[src/rtl/alu_ctrl_pkg.sv]
// ALU control codes shared by the EX-stage decoder and the multiply sequencer,
// plus the multiply sequencer state type.
package alu_ctrl_pkg;

  localparam logic [2:0] ALU_NOP = 3'b000;
  localparam logic [2:0] ALU_ADD = 3'b001;
  localparam logic [2:0] ALU_SUB = 3'b010;
  localparam logic [2:0] ALU_AND = 3'b011;
  localparam logic [2:0] ALU_OR  = 3'b100;
  localparam logic [2:0] ALU_MUL = 3'b101;

  typedef enum logic [1:0] {
    IDLE = 2'd0,
    RUN  = 2'd1,
    DONE = 2'd2
  } mul_state_t;

  function automatic logic is_mul(input logic [2:0] ctrl);
    return ctrl == ALU_MUL;
  endfunction

endpackage

[src/rtl/mul_shift_add_dp.sv]
// Shift-add multiply datapath: multiplicand/multiplier shift registers and the
// partial-product accumulator. Sequencing is owned by mul_sequencer.
module mul_shift_add_dp
  import alu_ctrl_pkg::*;
#(
  parameter int unsigned WIDTH = 32
) (
  input  logic             clk_i,
  input  logic             clear,
  input  logic             load,
  input  logic             step,
  input  logic [WIDTH-1:0] data1_i,
  input  logic [WIDTH-1:0] data2_i,
  output logic [WIDTH-1:0] acc_next
);

  logic [WIDTH-1:0] mcand;
  logic [WIDTH-1:0] mplier;
  logic [WIDTH-1:0] acc;

  // Sum for the current step; wraps modulo 2^WIDTH, which is the wanted low half.
  assign acc_next = mplier[0] ? (acc + mcand) : acc;

  always_ff @(posedge clk_i) begin
    if (clear) begin
      mcand  <= '0;
      mplier <= '0;
      acc    <= '0;
    end else if (load) begin
      mcand  <= data1_i;
      mplier <= data2_i;
      acc    <= '0;
    end else if (step) begin
      acc    <= acc_next;
      mcand  <= mcand << 1;
      mplier <= mplier >> 1;
    end
  end

endmodule

[src/rtl/mul_sequencer.sv]
// EX-stage iterative multiply controller: runs a WIDTH-step shift-add loop for
// MUL and holds the pipeline until the product is registered on result_o.
module mul_sequencer
  import alu_ctrl_pkg::*;
#(
  parameter int unsigned WIDTH = 32
) (
  input  logic             clk_i,
  input  logic             rst_i,
  input  logic             start_i,
  input  logic [2:0]       ALUCtrl_i,
  input  logic             flush_i,
  input  logic [WIDTH-1:0] data1_i,
  input  logic [WIDTH-1:0] data2_i,
  output logic             stall_o,
  output logic             busy_o,
  output logic             done_o,
  output logic [WIDTH-1:0] result_o
);

  localparam int unsigned CW = (WIDTH > 1) ? $clog2(WIDTH) : 1;
  localparam logic [CW-1:0] LAST = CW'(WIDTH - 1);

  mul_state_t       state;
  logic [CW-1:0]    cnt;
  logic             post_rst;
  logic             trigger;
  logic             dp_clear;
  logic             dp_load;
  logic             dp_step;
  logic [WIDTH-1:0] acc_next;

  // The cycle after reset never starts a multiply, so stall_o stays low there.
  assign trigger  = start_i && is_mul(ALUCtrl_i) && !flush_i && !post_rst;

  assign dp_clear = rst_i || flush_i;
  assign dp_load  = (state == IDLE) && trigger;
  assign dp_step  = (state == RUN);

  assign stall_o  = !rst_i && !flush_i &&
                    (((state == IDLE) && trigger) || (state == RUN));
  assign busy_o   = !rst_i && (state == RUN);
  assign done_o   = !rst_i && (state == DONE);

  mul_shift_add_dp #(
    .WIDTH (WIDTH)
  ) u_dp (
    .clk_i    (clk_i),
    .clear    (dp_clear),
    .load     (dp_load),
    .step     (dp_step),
    .data1_i  (data1_i),
    .data2_i  (data2_i),
    .acc_next (acc_next)
  );

  always_ff @(posedge clk_i) begin
    if (rst_i) begin
      state    <= IDLE;
      cnt      <= '0;
      result_o <= '0;
      post_rst <= 1'b1;
    end else begin
      post_rst <= 1'b0;
      if (flush_i) begin
        state <= IDLE;
        cnt   <= '0;
      end else begin
        unique case (state)
          IDLE: begin
            if (trigger) begin
              state <= RUN;
              cnt   <= '0;
            end
          end
          RUN: begin
            cnt <= cnt + 1'b1;
            if (cnt == LAST) begin
              result_o <= acc_next;
              state    <= DONE;
            end
          end
          // The stalled MUL is still in EX here; start_i must not retrigger.
          DONE:    state <= IDLE;
          default: state <= IDLE;
        endcase
      end
    end
  end

endmodule

[config.mk]
export PLATFORM = sky130hd
export DESIGN_NAME = mul_sequencer
export DESIGN_NICKNAME = d
export VERILOG_FILES = /design/src/rtl/alu_ctrl_pkg.sv /design/src/rtl/mul_shift_add_dp.sv /design/src/rtl/mul_sequencer.sv
export SDC_FILE = /design/constraint.sdc
export NUM_CORES = 1
export LEC_CHECK = 0
export BUFFER_PORTS_ARGS = -buffer_cell sky130_fd_sc_hd__buf_2
export CORE_MARGIN = 1.5
export CORE_UTILIZATION = 56
export CTS_CLUSTER_DIAMETER = 30
export CTS_CLUSTER_SIZE = 24
export DETAILED_ROUTE_END_ITERATION = 8
export PLACE_DENSITY = 0.78
export SLEW_MARGIN = 30
export SYNTH_ARGS = -nofsm -noshare
export SYNTH_HDL_FRONTEND = slang
export SYNTH_HIERARCHICAL = 1
export SYNTH_SLANG_ARGS = --single-unit
[constraint.sdc]
create_clock -name clk_i -period 3.3 [get_ports clk_i]
set_clock_uncertainty 0.15 [all_clocks]
set_input_delay 0.66 -clock clk_i [delete_from_list [all_inputs] [get_ports clk_i]]
set_output_delay 0.66 -clock clk_i [all_outputs]
set_load 0.01 [all_outputs]
==> metrics.yaml, run 1 <==
status:
  status: "completed"
pwr:
  total_power_mw: 3.606
  power_leakage_nw: 3.642
  ir_drop_v: 0.0003587
  power_density_mw_per_mm2: 418.6
setup_path:
  reg2regPathDepth: 13
  crit_path_start_kind: "flip-flop"
  crit_path_end_kind: "flip-flop"
  critPathArrivalTime_ns: 3.29
  path_class: "flip-flop to flip-flop"
  crit_fanout: 6
  required_ns: 3.45
  rrSetupSlack_ns: 0.16
  r2r-start: "u_dp/mcand[0]$_SDFFE_PP0P_"
  worstReg2RegEnd: "result_o[16]$_SDFFE_PP0P_"
synth:
  synth-xor-area-share_pct: 3.331
  yosysMostFrequentCell: "nor2_1"
  avgSynthCellArea_sq_um: 8.099
  ys_dominant_reg_cell: "dfxtp_1"
  yosys_warnings: 6
  syn_nets: 1014
  synth_top_family_by_area: "compound AO/OA/AOI/OAI gates"
  synth_seq_area_share_pct: 36.98
  yosys.area_share.simple_pct: 17.95
  netlist_top_cells_count: "nor2_1 (166), a21oi_1 (140), dfxtp_1 (136)"
  synth_mux_area_share_pct: 14.14
  ys_seq_elements: 136
  netlist.area_leader.share_pct: 36.98
  syn_area_sq_mm: 0.007362
  async_flop_share_pct: 0
  synth_area_leaders: "dfxtp_1 (37%), mux2i_1 (10%), a21oi_1 (9.5%)"
  synth_compound_area_share_pct: 18.20
  yosys.area.top_type: "dfxtp_1"
  synth_edf_count: 0
  ys_types: 55
  synth_fa_ha_area_share_pct: 5.880
  synthCells: 909
sta:
  hold_viol: 0
  setup_viol: 0
  maxSlewViolCount: 0
  rsz0062_at_grt: "no"
  whs_ns: 0.3001
  timing.setup.tns_ns: 0
  finalCriticalPeriod_ns: 3.140
  tightestPinTransition_ns: 0.8969
  fmax_ghz: 0.3185
  max_slew_margin_pct: 40.21
  fin_crit_sh_pct: 95.16
clock_network:
  ctsResizeCount: 0
  clkLatencyLatePin_ns: 0.42
  h-tree-depth: 4
  clkSinkCount: 136
  numCtsBuffers: 17
  clk_pin_slew_ns: 0.06
  clockBufferDepth: 2
  root_buffer: "clkbuf_16"
  cts_tree: "yes"
  hold_buffers: 0
  post-cts-setup-buffers: 0
place:
  port-buffer-count: 105
  place_congestion: 0.8941
  dp_cells: 1143
  dpl_cell_area_sq_mm: 0.008020
  dp_hpwl_microns: 12130
finish:
  layoutNonFillerInstCount: 1175
  n_fill_cell: 1134
  n_antenna_cell: 0
  area_growth_pct: 17.01
  fin_nets: 1095
  final_area_sq_mm: 0.008615
  drive_above_1_share_pct: 19.04
floorplan:
  die_area_sq_mm: 0.01384
  core_area_sq_mm: 0.01272
  rows: 41
  die_w_microns: 117.7
  ios: 106
  initial_core_util_pct: 57.87
  die_y_microns: 117.7
global_route:
  overflow: 0
  grt_pass1_vias: 6134
  grt_max_degree: 129
  antenna_found_initial: 0
  grt_usage_pct: 25.54
  grt_pass1_wl_microns: 28900
route:
  via_per_inst: 5.594
  avgRoutedWirePerCell_microns: 14.88
  drtIter0Drc: 347
  drc: 0
  wl_microns: 17480
  first_pass_iters: 5
  ant_nets: 0
  vias: 6573
worst_hold_path:
  hp-class: "flip-flop to flip-flop"
  hold_path_depth: 2
  hold_end: "result_o[7]$_SDFFE_PP0P_"
  hold_path.startpoint: "result_o[7]$_SDFFE_PP0P_"
flow_run:
  maxCapViolCount: 0
-- power by group --
part | internal [mW] | switching [mW] | total, mW
combinational | 0.0435 | 0.0595 | 0.103
clock | 1.14 | 0.714 | 1.86
sequential | 1.65 | 0.00184 | 1.65
-- worst max-delay path by stage --
stage	from	to	slack, ns	depth (start not counted)
2_1_floorplan	u_dp/mcand[0]$_SDFFE_PP0P_	result_o[30]$_SDFFE_PP0P_	0.24	13
3_3_place_gp	u_dp/mcand[0]$_SDFFE_PP0P_	result_o[16]$_SDFFE_PP0P_	0.19	13
3_5_place_dp	u_dp/mcand[0]$_SDFFE_PP0P_	result_o[16]$_SDFFE_PP0P_	0.11	13
4_1_cts	u_dp/mcand[0]$_SDFFE_PP0P_	result_o[16]$_SDFFE_PP0P_	0.10	13
5_1_grt	u_dp/mcand[1]$_SDFFE_PP0P_	u_dp/acc[31]$_SDFFE_PP0P_	0.01	10
6_report	u_dp/mcand[0]$_SDFFE_PP0P_	result_o[16]$_SDFFE_PP0P_	0.16	13
-- metrics by stage --
stage          utilization (%)  setup WS [ns]
2_1_floorplan                -         0.2365
3_3_place_gp             63.04         0.1865
3_5_place_dp             63.04         0.1136
4_1_cts                  67.61         0.1037
5_1_grt                  67.71       0.009690
6_report                 67.71         0.1599
-- flip-flops by register name (all words and copies together), names as in the netlist --
name         flops
result_o        32
u_dp/acc        32
u_dp/mcand      32
u_dp/mplier     32
cnt              5
state            2
post_rst         1
-- cells in the final DEF (no fill, tap or decap), types with 12 or more instances in the layout --
master,count
nor2_1,165
a21oi_1,139
dfxtp_1,136
buf_2,105
nand2_1,103
mux2i_1,77
ha_1,33
mux2_2,24
clkbuf_16,17
a21o_1,17
xnor2_1,16
buf_4,13
o21ai_0,12
xor2_1,12
-- kinds of logic (layout without fill, tap and decap cells) --
group / Yosys count / count (layout)
AND/OR/NAND/NOR: 317 / 317
AO/OA/AOI/OAI: 227 / 227
flip-flops: 136 / 136
multiplexers: 101 / 101
buffers and inverters: 66 / 160
adder cells (fa/ha/maj): 34 / 34
XOR/XNOR: 28 / 28
-- cell type report --
cell class	instances	area [sq um]	area share, %
Multi-Input combinational cell	707	4415	51.26
Sequential cell	136	2723	31.60
Timing Repair Buffer	119	643.1	7.466
Clock buffer	19	452.9	5.258
Tap cell	172	215.2	2.498
Clock inverter	13	128.9	1.496
Inverter	9	36.28	0.4212
-- layer usage --
metal	vias up	GRT usage (%)	part of all wire, %
met1	3046	29.84	43
met4	0	10.52	2.5
met3	32	5.523	4.2
met5	-	0	0
met2	155	45.21	50
li1	3340	-	-
-- critical path: stages, from the launching register on --
cell,delay (ns)
dfxtp_1,0.32
ha_1,0.25
fa_1,0.41
a21o_1,0.21
nand4_1,0.08
nand2_1,0.07
a22o_2,0.32
a211o_1,0.33
a21o_1,0.19
a21oi_2,0.19
xnor2_1,0.10
mux2_2,0.27
nand2_1,0.05
a21oi_1,0.06
Note: power is estimated with default switching activity, not from simulation.
==> run 2: changes to the inputs <==
- CORE_UTILIZATION: 56 -> 58
- CTS_BUF_LIST: not set -> sky130_fd_sc_hd__clkbuf_4 sky130_fd_sc_hd__clkbuf_8 sky130_fd_sc_hd__clkbuf_16
- PLACE_DENSITY: 0.78 -> 0.81
==> metrics.yaml, run 2 (same netlist as run 1, synthesis figures left out) <==
clock_network:
  cts_tree: "yes"
  numCtsBuffers: 17
  clkSinkCount: 136
  clockBufferDepth: 2
  clk_pin_slew_ns: 0.06
  root_buffer: "clkbuf_16"
  clkLatencyLatePin_ns: 0.42
  h-tree-depth: 4
  hold_buffers: 0
sta:
  tightestPinTransition_ns: 0.6840
  setup_viol: 0
  fmax_ghz: 0.3112
  fin_crit_sh_pct: 97.37
  maxSlewViolCount: 0
  timing.setup.tns_ns: 0
  hold_viol: 0
  max_slew_margin_pct: 54.40
  finalCriticalPeriod_ns: 3.213
setup_path:
  required_ns: 3.50
  crit_path_start_kind: "flip-flop"
  worstReg2RegEnd: "u_dp/acc[31]$_SDFFE_PP0P_"
  rrSetupSlack_ns: 0.09
  critPathLaunch: "u_dp/mcand[1]$_SDFFE_PP0P_"
  worstPathCellList: "ha_1, a211oi_2, o21ai_1, a31o_2, a31o_4, a21oi_4, o2111ai_1, and3_1, or4_1, a21oi_1"
  path_buf_inv: 0
  path_class: "flip-flop to flip-flop"
  crit_fanout: 5
  slowest_stage: "or4_1"
  r2r-start: "u_dp/mcand[1]$_SDFFE_PP0P_"
  cpPeakStageDelay_ns: 0.52
  crit_path_end_kind: "flip-flop"
  critPathArrivalTime_ns: 3.41
  reg2regPathDepth: 10
  crit_family: "compound AO/OA/AOI/OAI gates"
place:
  dp_hpwl_microns: 12220
  place_congestion: 0.9079
  port-buffer-count: 105
  dpl_cell_area_sq_mm: 0.008028
route:
  via_per_inst: 5.680
  first_pass_iters: 5
  avgRoutedWirePerCell_microns: 15.11
  wl_microns: 17720
  drc: 0
  drtIter0Drc: 306
  vias: 6663
  ant_nets: 0
pwr:
  power_density_mw_per_mm2: 434.8
  ir_drop_v: 0.0004015
  total_power_mw: 3.780
  power_leakage_nw: 3.678
finish:
  n_fill_cell: 1021
  area_growth_pct: 18.10
  post-route-util_pct: 71.20
  layout_common_cells: "nor2_1 (165), a21oi_1 (139), dfxtp_1 (136), buf_2 (105), nand2_1 (103)"
  final_area_sq_mm: 0.008695
  layout_commonest_cell: "nor2_1"
  drive_above_1_share_pct: 19.22
  fin_nets: 1096
global_route:
  antenna_found_initial: 1
  grt_pass1_wl_microns: 28950
  grt_max_degree: 129
  overflow: 0
  grt_pass1_vias: 6342
  grt_usage_pct: 27.40
floorplan:
  core_area_sq_mm: 0.01221
  die_w_microns: 115.7
  ios: 106
  initial_core_util_pct: 60.29
  rows: 40
  die_y_microns: 115.7
  die_area_sq_mm: 0.01338
worst_hold_path:
  hold_path_depth: 2
  hold_path.startpoint: "result_o[15]$_SDFFE_PP0P_"
  hp-class: "flip-flop to flip-flop"
  hold_end: "result_o[15]$_SDFFE_PP0P_"
flow_run:
  maxCapViolCount: 0
status:
  status: "completed"
==> run 2: cell types whose count changed in the layout (fill, tap and decap cells not counted), sizes merged <==
cell | before | now
bufinv | 2 | 4
clkbuf | 19 | 21
clkinv | 7 | 5
clkinvlp | 4 | 2
buf | 119 | 120
diode | 0 | 1
==> run 2: area by class of cell <==
class / instances / area [sq um] / share of cell area (%)
well taps: 168 / 210.2 / 2.418
repair buffers: 120 / 663.1 / 7.627
flip-flops and latches: 136 / 2723 / 31.31
inverters: 9 / 36.28 / 0.4173
multi-input cells: 707 / 4420 / 50.84
clock buffers: 21 / 467.9 / 5.382
clock inverters: 11 / 171.4 / 1.972
diodes: 1 / 2.502 / 0.02878
==> run 2: power breakdown <==
| part | total [mW] | leakage, nW | internal [mW] | switching [mW] |
|---|---|---|---|---|
| clock network | 2.03 | 0.310 | 1.32 | 0.708 |
| registers | 1.65 | 1.10 | 1.65 | 0.00191 |
| logic | 0.104 | 2.27 | 0.0443 | 0.0601 |
| total | 3.78 | 3.68 | 3.01 | 0.770 |
==> run 2: routing by layer <==
metal  track usage [%]  wire length [microns]  vias up
li1                  -                      -     3339
met4             13.82                    594        0
met5                 0                      0        -
met1             31.13                   7382     3112
met2             48.56                   8966      170
met3             5.962                    778       42
==> run 2: through the flow <==
stage	setup WS, ns	std cells	hold slack, ns
final	0.08679	1173	0.2987
after global routing	-0.0005140	1173	0.3144
after CTS	0.07761	1171	0.3022
after detailed placement	0.09299	1139	0.2945
after global placement	0.1940	1139	0.2909
after floorplan	0.2365	909	0.2926
==> run 2: tightest hold or removal path, stage by stage (launching register included) <==
cell     delay [ns]
dfxtp_1        0.30
nand2_1        0.05
a21oi_1        0.05
==> run 2: what timing repair did <==
item,4_1_cts,5_1_grt
setup buffers,0,1
resized for setup,0,4
setup endpoints to repair,0,5
==> run 2: how the worst max path moves through the flow <==
stage / cells after the start / to
floorplan: 13 / result_o[30]$_SDFFE_PP0P_
global placement: 13 / result_o[16]$_SDFFE_PP0P_
detailed placement: 13 / result_o[16]$_SDFFE_PP0P_
CTS: 13 / result_o[16]$_SDFFE_PP0P_
global route: 10 / u_dp/acc[31]$_SDFFE_PP0P_
finish: 10 / u_dp/acc[31]$_SDFFE_PP0P_
